### src/rtl/bcd_2of5_serializer_if.sv
// Handshake bundle between a BCD producer, the 2-of-5 serializer and a symbol consumer.
// The master side is the environment (producer + consumer); the slave side is the serializer.
interface bcd_2of5_serializer_if #(
    parameter int DIGITS = 4
);
    logic                  in_valid;
    logic                  in_ready;
    logic [4*DIGITS-1:0]   in_bcd;
    logic                  out_valid;
    logic                  out_ready;
    logic [4:0]            out_code;
    logic                  out_last;
    logic                  out_err;
    logic                  busy;
    logic [7:0]            err_cnt;

    modport master (
        output in_valid, in_bcd, out_ready,
        input  in_ready, out_valid, out_code, out_last, out_err, busy, err_cnt
    );

    modport slave (
        input  in_valid, in_bcd, out_ready,
        output in_ready, out_valid, out_code, out_last, out_err, busy, err_cnt
    );
endinterface

### src/rtl/bcd_2of5_serializer.sv
// Latches a packed BCD word and emits one 7-4-2-1-0 two-out-of-five symbol per output
// handshake, most-significant digit first, counting invalid digits along the way.
module bcd_2of5_serializer #(
    parameter int DIGITS = 4
) (
    input  logic                   clk,
    input  logic                   rst_n,
    bcd_2of5_serializer_if.slave   bus
);
    localparam int IDX_W = (DIGITS > 1) ? $clog2(DIGITS) : 1;
    localparam logic [IDX_W-1:0] LAST_IDX = IDX_W'(DIGITS - 1);

    typedef enum logic {
        IDLE,
        SEND
    } state_t;

    state_t                r_state;
    state_t                w_state_nxt;
    logic [4*DIGITS-1:0]   r_word;
    logic [4*DIGITS-1:0]   w_word_nxt;
    logic [IDX_W-1:0]      r_idx;
    logic [IDX_W-1:0]      w_idx_nxt;
    logic [7:0]            r_err_cnt;
    logic [7:0]            w_err_cnt_nxt;
    logic [3:0]            w_digit;
    logic [4:0]            w_code;
    logic                  w_bad;
    logic                  w_accept;
    logic                  w_out_hs;
    logic                  w_sending;

    assign w_sending = (r_state == SEND);
    assign w_accept  = bus.in_valid && (r_state == IDLE);
    assign w_out_hs  = bus.out_ready && w_sending;
    assign w_digit   = r_word[{r_idx, 2'b00} +: 4];

    always_comb begin
        w_code = 5'b00000;
        w_bad  = 1'b0;
        case (w_digit)
            4'd0:    w_code = 5'b11000;
            4'd1:    w_code = 5'b00011;
            4'd2:    w_code = 5'b00101;
            4'd3:    w_code = 5'b00110;
            4'd4:    w_code = 5'b01001;
            4'd5:    w_code = 5'b01010;
            4'd6:    w_code = 5'b01100;
            4'd7:    w_code = 5'b10001;
            4'd8:    w_code = 5'b10010;
            4'd9:    w_code = 5'b10100;
            default: w_bad  = 1'b1;
        endcase
    end

    // Every output is decoded from registered state, so nothing combinational leaks through.
    assign bus.in_ready  = (r_state == IDLE);
    assign bus.out_valid = w_sending;
    assign bus.out_code  = w_sending ? w_code : 5'b00000;
    assign bus.out_err   = w_sending && w_bad;
    assign bus.out_last  = w_sending && (r_idx == '0);
    assign bus.busy      = w_sending;
    assign bus.err_cnt   = r_err_cnt;

    always_comb begin
        w_state_nxt   = r_state;
        w_word_nxt    = r_word;
        w_idx_nxt     = r_idx;
        w_err_cnt_nxt = r_err_cnt;
        case (r_state)
            IDLE: begin
                if (w_accept) begin
                    w_word_nxt  = bus.in_bcd;
                    w_idx_nxt   = LAST_IDX;
                    w_state_nxt = SEND;
                end
            end
            SEND: begin
                if (w_out_hs) begin
                    if (r_idx == '0) begin
                        w_state_nxt = IDLE;
                    end else begin
                        w_idx_nxt = r_idx - 1'b1;
                    end
                    if (w_bad && (r_err_cnt != 8'hFF)) begin
                        w_err_cnt_nxt = r_err_cnt + 8'd1;
                    end
                end
            end
            default: w_state_nxt = IDLE;
        endcase
    end

    always_ff @(posedge clk or negedge rst_n) begin
        if (!rst_n) begin
            r_state   <= IDLE;
            r_word    <= '0;
            r_idx     <= '0;
            r_err_cnt <= 8'd0;
        end else begin
            r_state   <= w_state_nxt;
            r_word    <= w_word_nxt;
            r_idx     <= w_idx_nxt;
            r_err_cnt <= w_err_cnt_nxt;
        end
    end
endmodule

### src/flat_wrapper.sv
// flat-port wrapper written by rule: the top's interface ports become plain ports
module bcd_2of5_serializer_flat 
#(
    parameter int DIGITS = 4
)
  (clk, rst_n, bus_in_valid, bus_in_bcd, bus_out_ready, bus_in_ready, bus_out_valid, bus_out_code, bus_out_last, bus_out_err, bus_busy, bus_err_cnt);
  bcd_2of5_serializer_if #(.DIGITS(DIGITS)) bus_i ();
  input  logic clk;
  input  logic rst_n;
  input wire logic [$bits(bus_i.in_valid)-1:0] bus_in_valid;
  input wire logic [$bits(bus_i.in_bcd)-1:0] bus_in_bcd;
  input wire logic [$bits(bus_i.out_ready)-1:0] bus_out_ready;
  output wire logic [$bits(bus_i.in_ready)-1:0] bus_in_ready;
  output wire logic [$bits(bus_i.out_valid)-1:0] bus_out_valid;
  output wire logic [$bits(bus_i.out_code)-1:0] bus_out_code;
  output wire logic [$bits(bus_i.out_last)-1:0] bus_out_last;
  output wire logic [$bits(bus_i.out_err)-1:0] bus_out_err;
  output wire logic [$bits(bus_i.busy)-1:0] bus_busy;
  output wire logic [$bits(bus_i.err_cnt)-1:0] bus_err_cnt;
  assign bus_i.in_valid = bus_in_valid;
  assign bus_i.in_bcd = bus_in_bcd;
  assign bus_i.out_ready = bus_out_ready;
  assign bus_in_ready = bus_i.in_ready;
  assign bus_out_valid = bus_i.out_valid;
  assign bus_out_code = bus_i.out_code;
  assign bus_out_last = bus_i.out_last;
  assign bus_out_err = bus_i.out_err;
  assign bus_busy = bus_i.busy;
  assign bus_err_cnt = bus_i.err_cnt;
  bcd_2of5_serializer #(.DIGITS(DIGITS)) u_core (.clk(clk), .rst_n(rst_n), .bus(bus_i));
endmodule
### config.mk
export PLATFORM = sky130hd
export DESIGN_NAME = bcd_2of5_serializer_flat
export DESIGN_NICKNAME = d
export VERILOG_FILES = /design/src/rtl/bcd_2of5_serializer_if.sv /design/src/rtl/bcd_2of5_serializer.sv /design/src/flat_wrapper.sv
export SDC_FILE = /design/constraint.sdc
export NUM_CORES = 1
export LEC_CHECK = 0
export ABC_AREA = 1
export ABC_CLOCK_PERIOD_IN_PS = 3500
export CORE_ASPECT_RATIO = 0.7
export CORE_MARGIN = 2
export CORE_UTILIZATION = 54
export DETAILED_ROUTE_END_ITERATION = 8
export PLACE_DENSITY = 0.95
export SLEW_MARGIN = 20
export SYNTH_ARGS = -nofsm -noshare
export SYNTH_HDL_FRONTEND = slang
export SYNTH_SLANG_ARGS = --single-unit
### constraint.sdc
create_clock -name clk -period 3.5 [get_ports clk]
set_input_delay 0.35 -clock clk [delete_from_list [all_inputs] [get_ports clk]]
set_output_delay 0.35 -clock clk [all_outputs]
set_load 0.05 [all_outputs]
Yosys cells after proc, flatten, opt, wreduce, memory -nomap -nowiden:

Index checks and enable logic that the tools add are counted.

* output and inout port bits: 18
* word-level logic and storage cells: 43
* input port bits: 20
* flip-flop bits (word level): 27

* shifts and indexed selects: 1
* add/subtract/negate cells: 2
* mux-type cells: 11
* equality and inequality tests: 13
* reductions and logical operators: 11
* bitwise operators: 1

Operator list (number)
* $pmux 5 s10: 1
* $eq 4x3->1 const B: 4
* $shiftx 16x5->4: 1
* $reduce_or 10->1: 1
* $add 8x1->8 const B: 1
* $eq 4x2->1 const B: 2
* $eq 4x4->1 const B: 2
* $ne 8x8->1 const B: 1
* $mux 2: 3
* $reduce_and 3->1: 2
* $logic_and 1x1->1: 5
* $mux 5: 1
* $eq 4x1->1 const B: 1
* $logic_not 4->1: 1
* $mux 1: 4
* $ne 2x2->1 const B: 2
* $pmux 2 s2: 1
* $logic_not 2->1: 1
* $ne 2x1->1 const B: 1
* $pmux 1 s2: 1
* $reduce_and 2->1: 1
* $sub 2x1->2 const B: 1
* $not 1->1: 1

Depth between registers and ports, before layout:

* word-level depth: 6
* mapped depth: 12

Least setup slack after synthesis:

OpenSTA, ideal clock, no wires.

* kind: reg-to-output
* from: reg u_core.r_state, in the netlist u_core.bus.busy
* to: out bus_out_code[0]
* cell stages (with the launch flop): 6
* path slack: 1.128 ns
* path buffers: 1
* data arrival time: 2.022 ns
* path through: dfrtp_1 > buf_2 > inv_1 > a21oi_1 > nand2_1 > nor2_1

* cells in the longest elaborated chain, start to end: 1

Ends and longest elaborated chain
* start, declared: line bcd_2of5_serializer.sv:18 `state_t r_state;`
* start signal, assigned: line bcd_2of5_serializer.sv:101 `r_state <= w_state_nxt;`
* $mux 5: line bcd_2of5_serializer.sv:59 `assign bus.out_code = w_sending ? w_code : 5'b00000;`
* end, declared: line flat_wrapper.sv:15 `output wire logic [$bits(bus_i.out_code)-1:0] bus_out_code;`

Every way passes these cells.

Worst setup path in the final report:

* from: reg u_core.r_idx[0]
* to: out bus_out_code[1]

* cells in the longest elaborated chain, start to end: 4
* elaborated cells on any way between the ends: 13

Ends and longest elaborated chain
* start, declared: line bcd_2of5_serializer.sv:22 `logic [IDX_W-1:0] r_idx;`
* start signal, assigned: line bcd_2of5_serializer.sv:103 `r_idx <= w_idx_nxt;`
* $shiftx 16x5->4 *: line bcd_2of5_serializer.sv:36 `assign w_digit = r_word[{r_idx, 2'b00} +: 4];`
* $eq 4x4->1 (tied with other cells): line bcd_2of5_serializer.sv:41 `case (w_digit)`
* $pmux 5 s10 *: line bcd_2of5_serializer.sv:41
* $mux 5 *: line bcd_2of5_serializer.sv:59

Mark *: on every way between the ends. The rest lies on a longest branch, timed or not.

==> results.md <==
| Item | Value | Unit |
|---|---|---|
| Synth Area in Simple Gates | 33.1 | % |
| Instance count of the mapped netlist | 196 | - |
| DIE AREA | 0.00369 | mm² |
| Fraction of the mapped netlist area in compound gates | 5.19 | % |
| Number of library cell types mapped by synthesis | 27 | - |
| Largest cells by area after synthesis | sky130_fd_sc_hd__dfrtp_1 39%, sky130_fd_sc_hd__nand2_1 12%, sky130_fd_sc_hd__mux2_2 10%, sky130_fd_sc_hd__nand2_2 5.4%, sky130_fd_sc_hd__nand3_1 4.3% | - |
| Setup TNS Final | 0 | ps |
| Wire length of the first global-routing pass | 6420 | µm |
| Number of violations of the max-capacitance limit | 0 | - |
| Worst path arrival time | 2540 | ps |
| Fraction of synthesized cell area in xor and xnor cells | 2.52 | % |
| Adder-cell share of the synthesized area | 1.44 | % |
| Area growth syn-to-layout | 22.3 | % |
| Cell Area, Synth | 0.00174 | mm² |
| Max-slew violation count | 0 | - |
| Number of register bits inferred by synthesis | 27 | - |
| Multiplexer share of the synthesized area | 10.4 | % |
| Initial cell density of the core | 55.9 | % |
| Transition at the pin with the smallest max-transition slack | 534 | ps |
| Count of boundary I/O pins | 38 | - |
| RSZ-0062 raised after global routing | false | - |
| Clock insertion delay at the later pin of the skew report | 280 | ps |
| Clock Root Buffer | sky130_fd_sc_hd__clkbuf_8 | - |
| Diodes inserted | 0 | - |
| Share of the core filled with cells | 68.4 | % |
| Count of cells resized by post-cts repair | 0 | - |
| Upper clock frequency limit | 0.346 | GHz |
| Number of buffers created by CTS | 3 | - |
| Avg Vias per Cell | 5.36 | - |
| Post-synthesis async set-or-reset flop share | 100 | % |
| Crit share post-route | 82.5 | % |
| Placeable core region | 0.00311 | mm² |
| Mean post-synth cell area | 8.86 | µm² |
| Clock transition at path regs | 100 | ps |
| Number of placed instances with taps included | 265 | - |
| Clock Skews | 3.02 | ps |
| Number of iterations in the first detailed-routing pass | 4 | - |
| HPWL reported at the end of detailed placement | 2810 | µm |
| Number of global-route vias before repair | 1327 | - |
| Overall routed net length | 3800 | µm |
| Remaining antenna violation count | 0 | - |
| Smallest setup slack after layout | 612 | ps |
| Crit start category | register | - |
| Clock tree from TritonCTS | built | - |
| Fraction of layout cells with a size suffix above 1 | 23.8 | % |
| Final min period | 2890 | ps |
| Violation count after the first detailed-routing iteration | 199 | - |
| H-tree level count | 1 | - |
| Number of standard-cell rows in the floorplan | 17 | - |
| Remaining DRCs | 0 | - |
| Die span in y | 51.4 | µm |
| Overall track demand over capacity in global routing | 22.9 | % |
| Clock sinks | 27 | - |
| Post-synth top area share | 38.9 | % |
| Final-report setup violation count | 0 | - |
| Kind of critical path | register to output port | - |
| Total number of yosys warnings | 0 | - |
| Commonest cells in the synthesized netlist | 55 x sky130_fd_sc_hd__nand2_1, 27 x sky130_fd_sc_hd__dfrtp_1, 16 x sky130_fd_sc_hd__mux2_2, 15 x sky130_fd_sc_hd__nand2_2, 15 x sky130_fd_sc_hd__nand3_1 | - |
| Register area share after synthesis | 38.9 | % |
| Min-delay worst type | primary input to asynchronous set/reset pin | - |
| Port Buffer Count | 37 | - |
| Most used standard cell by instance count after synthesis | sky130_fd_sc_hd__nand2_1 | - |
| Overflow left after global routing | 0 | - |
| Data required time at the worst endpoint | 3150 | ps |
| Final hold violations | 0 | - |
| Via count | 1441 | - |
| Largest net degree at the start of global routing | 28 | - |
| Die Width | 71.8 | µm |
| Most area-hungry cell type in the Yosys netlist | sky130_fd_sc_hd__dfrtp_1 | - |
| Number of antenna violations at the first check in global routing | 0 | - |
| Max-Slew Margin vs Limit | 64.3 | % |
| Synthesized netlist net count | 218 | - |
| Layout Nets | 254 | - |
| Count of hold-fix buffers inserted at cts | 0 | - |
| Worst setup EP type | output port | - |
| Clock Path Buffers | 2 | - |
| Final non-filler cell total | 269 | - |
| Pre-CTS worst setup slack | 943 | ps |
| Result of the run | completed | - |
| Number of inserted filler cells in the final layout | 229 | - |
| Gp weighted congestion | 0.895 | - |
| Max Fanout on Critical Path | 11 | - |
| WL per Instance | 14.1 | µm |
| # Post-CTS Setup Buffers | 0 | - |
| Post-synth top flop | sky130_fd_sc_hd__dfrtp_1 | - |
| Largest family of logic cells by synthesized area | simple AND/OR/NAND/NOR gates | - |
| EDFF count, synth | 0 | - |
[placed cells by master (no fill, tap or decap)]
| master | netlist | final |
|---|---|---|
| sky130_fd_sc_hd__a21oi_1 | 4 | 4 |
| sky130_fd_sc_hd__a21oi_4 | 1 | 1 |
| sky130_fd_sc_hd__a22oi_1 | 1 | 1 |
| sky130_fd_sc_hd__buf_4 | 1 | 1 |
| sky130_fd_sc_hd__clkbuf_8 | 0 | 3 |
| sky130_fd_sc_hd__clkdlybuf4s50_1 | 0 | 37 |
| sky130_fd_sc_hd__clkinvlp_4 | 0 | 1 |
| sky130_fd_sc_hd__dfrtp_1 | 27 | 27 |
| sky130_fd_sc_hd__ha_1 | 2 | 2 |
| sky130_fd_sc_hd__inv_1 | 12 | 12 |
| sky130_fd_sc_hd__inv_2 | 2 | 2 |
| sky130_fd_sc_hd__inv_6 | 1 | 1 |
| sky130_fd_sc_hd__mux2_2 | 16 | 16 |
| sky130_fd_sc_hd__nand2_1 | 55 | 55 |
| sky130_fd_sc_hd__nand2_2 | 15 | 15 |
| sky130_fd_sc_hd__nand2_4 | 6 | 6 |
| sky130_fd_sc_hd__nand3_1 | 15 | 15 |
| sky130_fd_sc_hd__nand3_2 | 3 | 3 |
| sky130_fd_sc_hd__nand3_4 | 2 | 2 |
| sky130_fd_sc_hd__nand3b_1 | 1 | 1 |
| sky130_fd_sc_hd__nand4_1 | 1 | 1 |
| sky130_fd_sc_hd__nor2_1 | 11 | 11 |
| sky130_fd_sc_hd__nor2_2 | 1 | 1 |
| sky130_fd_sc_hd__nor3_1 | 1 | 1 |
| sky130_fd_sc_hd__o21ai_0 | 4 | 4 |
| sky130_fd_sc_hd__o21ai_2 | 3 | 3 |
| sky130_fd_sc_hd__xnor2_1 | 5 | 5 |
[registers in the layout, indices dropped and copies added, names as in the netlist]
signal              flops
u_core.bus.busy         1
u_core.r_word          16
u_core.bus.err_cnt      8
u_core.r_idx            2
[worst paths after layout]
| kind | startpoint | to | slack [ps] | cells past startpoint |
|---|---|---|---|---|
| max | u_core.r_idx[0] | bus_out_code[1] | 610 | 9 |
| min | rst_n | u_core.r_word[12] | 430 | 2 |
| max reg2reg | u_core.bus.err_cnt[0] | u_core.bus.err_cnt[6] | 1770 | 7 |
| min reg2reg | u_core.r_word[8] | u_core.r_word[8] | 520 | 1 |
| max in group asynchronous | rst_n | u_core.bus.err_cnt[6] | 2820 | 2 |
| min in group clk | u_core.r_word[8] | u_core.r_word[8] | 520 | 1 |
[per-stage QoR]
step	hold slack, ps	area (µm²)
after detailed placement	496	2080
after global placement	490	2080
after CTS	435	2120
final	426	2120
after floorplan	54.4	1740
after global routing	439	2120
[critical path, stage by stage, from the launching register on]
cell,delay [ps]
sky130_fd_sc_hd__dfrtp_1,570
sky130_fd_sc_hd__inv_6,120
sky130_fd_sc_hd__nand2_1,120
sky130_fd_sc_hd__nand3_2,90
sky130_fd_sc_hd__nand2_4,120
sky130_fd_sc_hd__nand2_4,80
sky130_fd_sc_hd__nand2_2,110
sky130_fd_sc_hd__nand3_1,80
sky130_fd_sc_hd__nor2_1,150
sky130_fd_sc_hd__clkdlybuf4s50_1,810
[per-layer routing]
metal / track usage [%] / up-vias / wire length, µm
met5: 0 / - / 0
met4: 11.3 / 0 / 113
met3: 5.13 / 12 / 287
met2: 32.6 / 79 / 1610
met1: 32.9 / 650 / 1790
li1: - / 700 / -
[cells by family after synthesis]
family                     after synthesis
adders and majority gates                2
muxes                                   16
buffers and inverters                   22
DFF                                     27
and+or+nand+nor                        111
AOI/OAI and AO/OA                       13
xor gates and xnor gates                 5
[layout make-up]
cell class / instances / area, µm² / share of cell area, %
flip-flops and latches: 27 / 676 / 31.8
repair buffers: 38 / 378 / 17.8
multi-input cells: 147 / 913 / 43.0
well taps: 38 / 47.5 / 2.24
clock inverters: 1 / 7.51 / 0.353
inverters: 15 / 61.3 / 2.89
clock buffers: 3 / 41.3 / 1.94
Power is not shown: default switching activity piles up to over one toggle a cycle in this logic, so the estimate is an artifact.
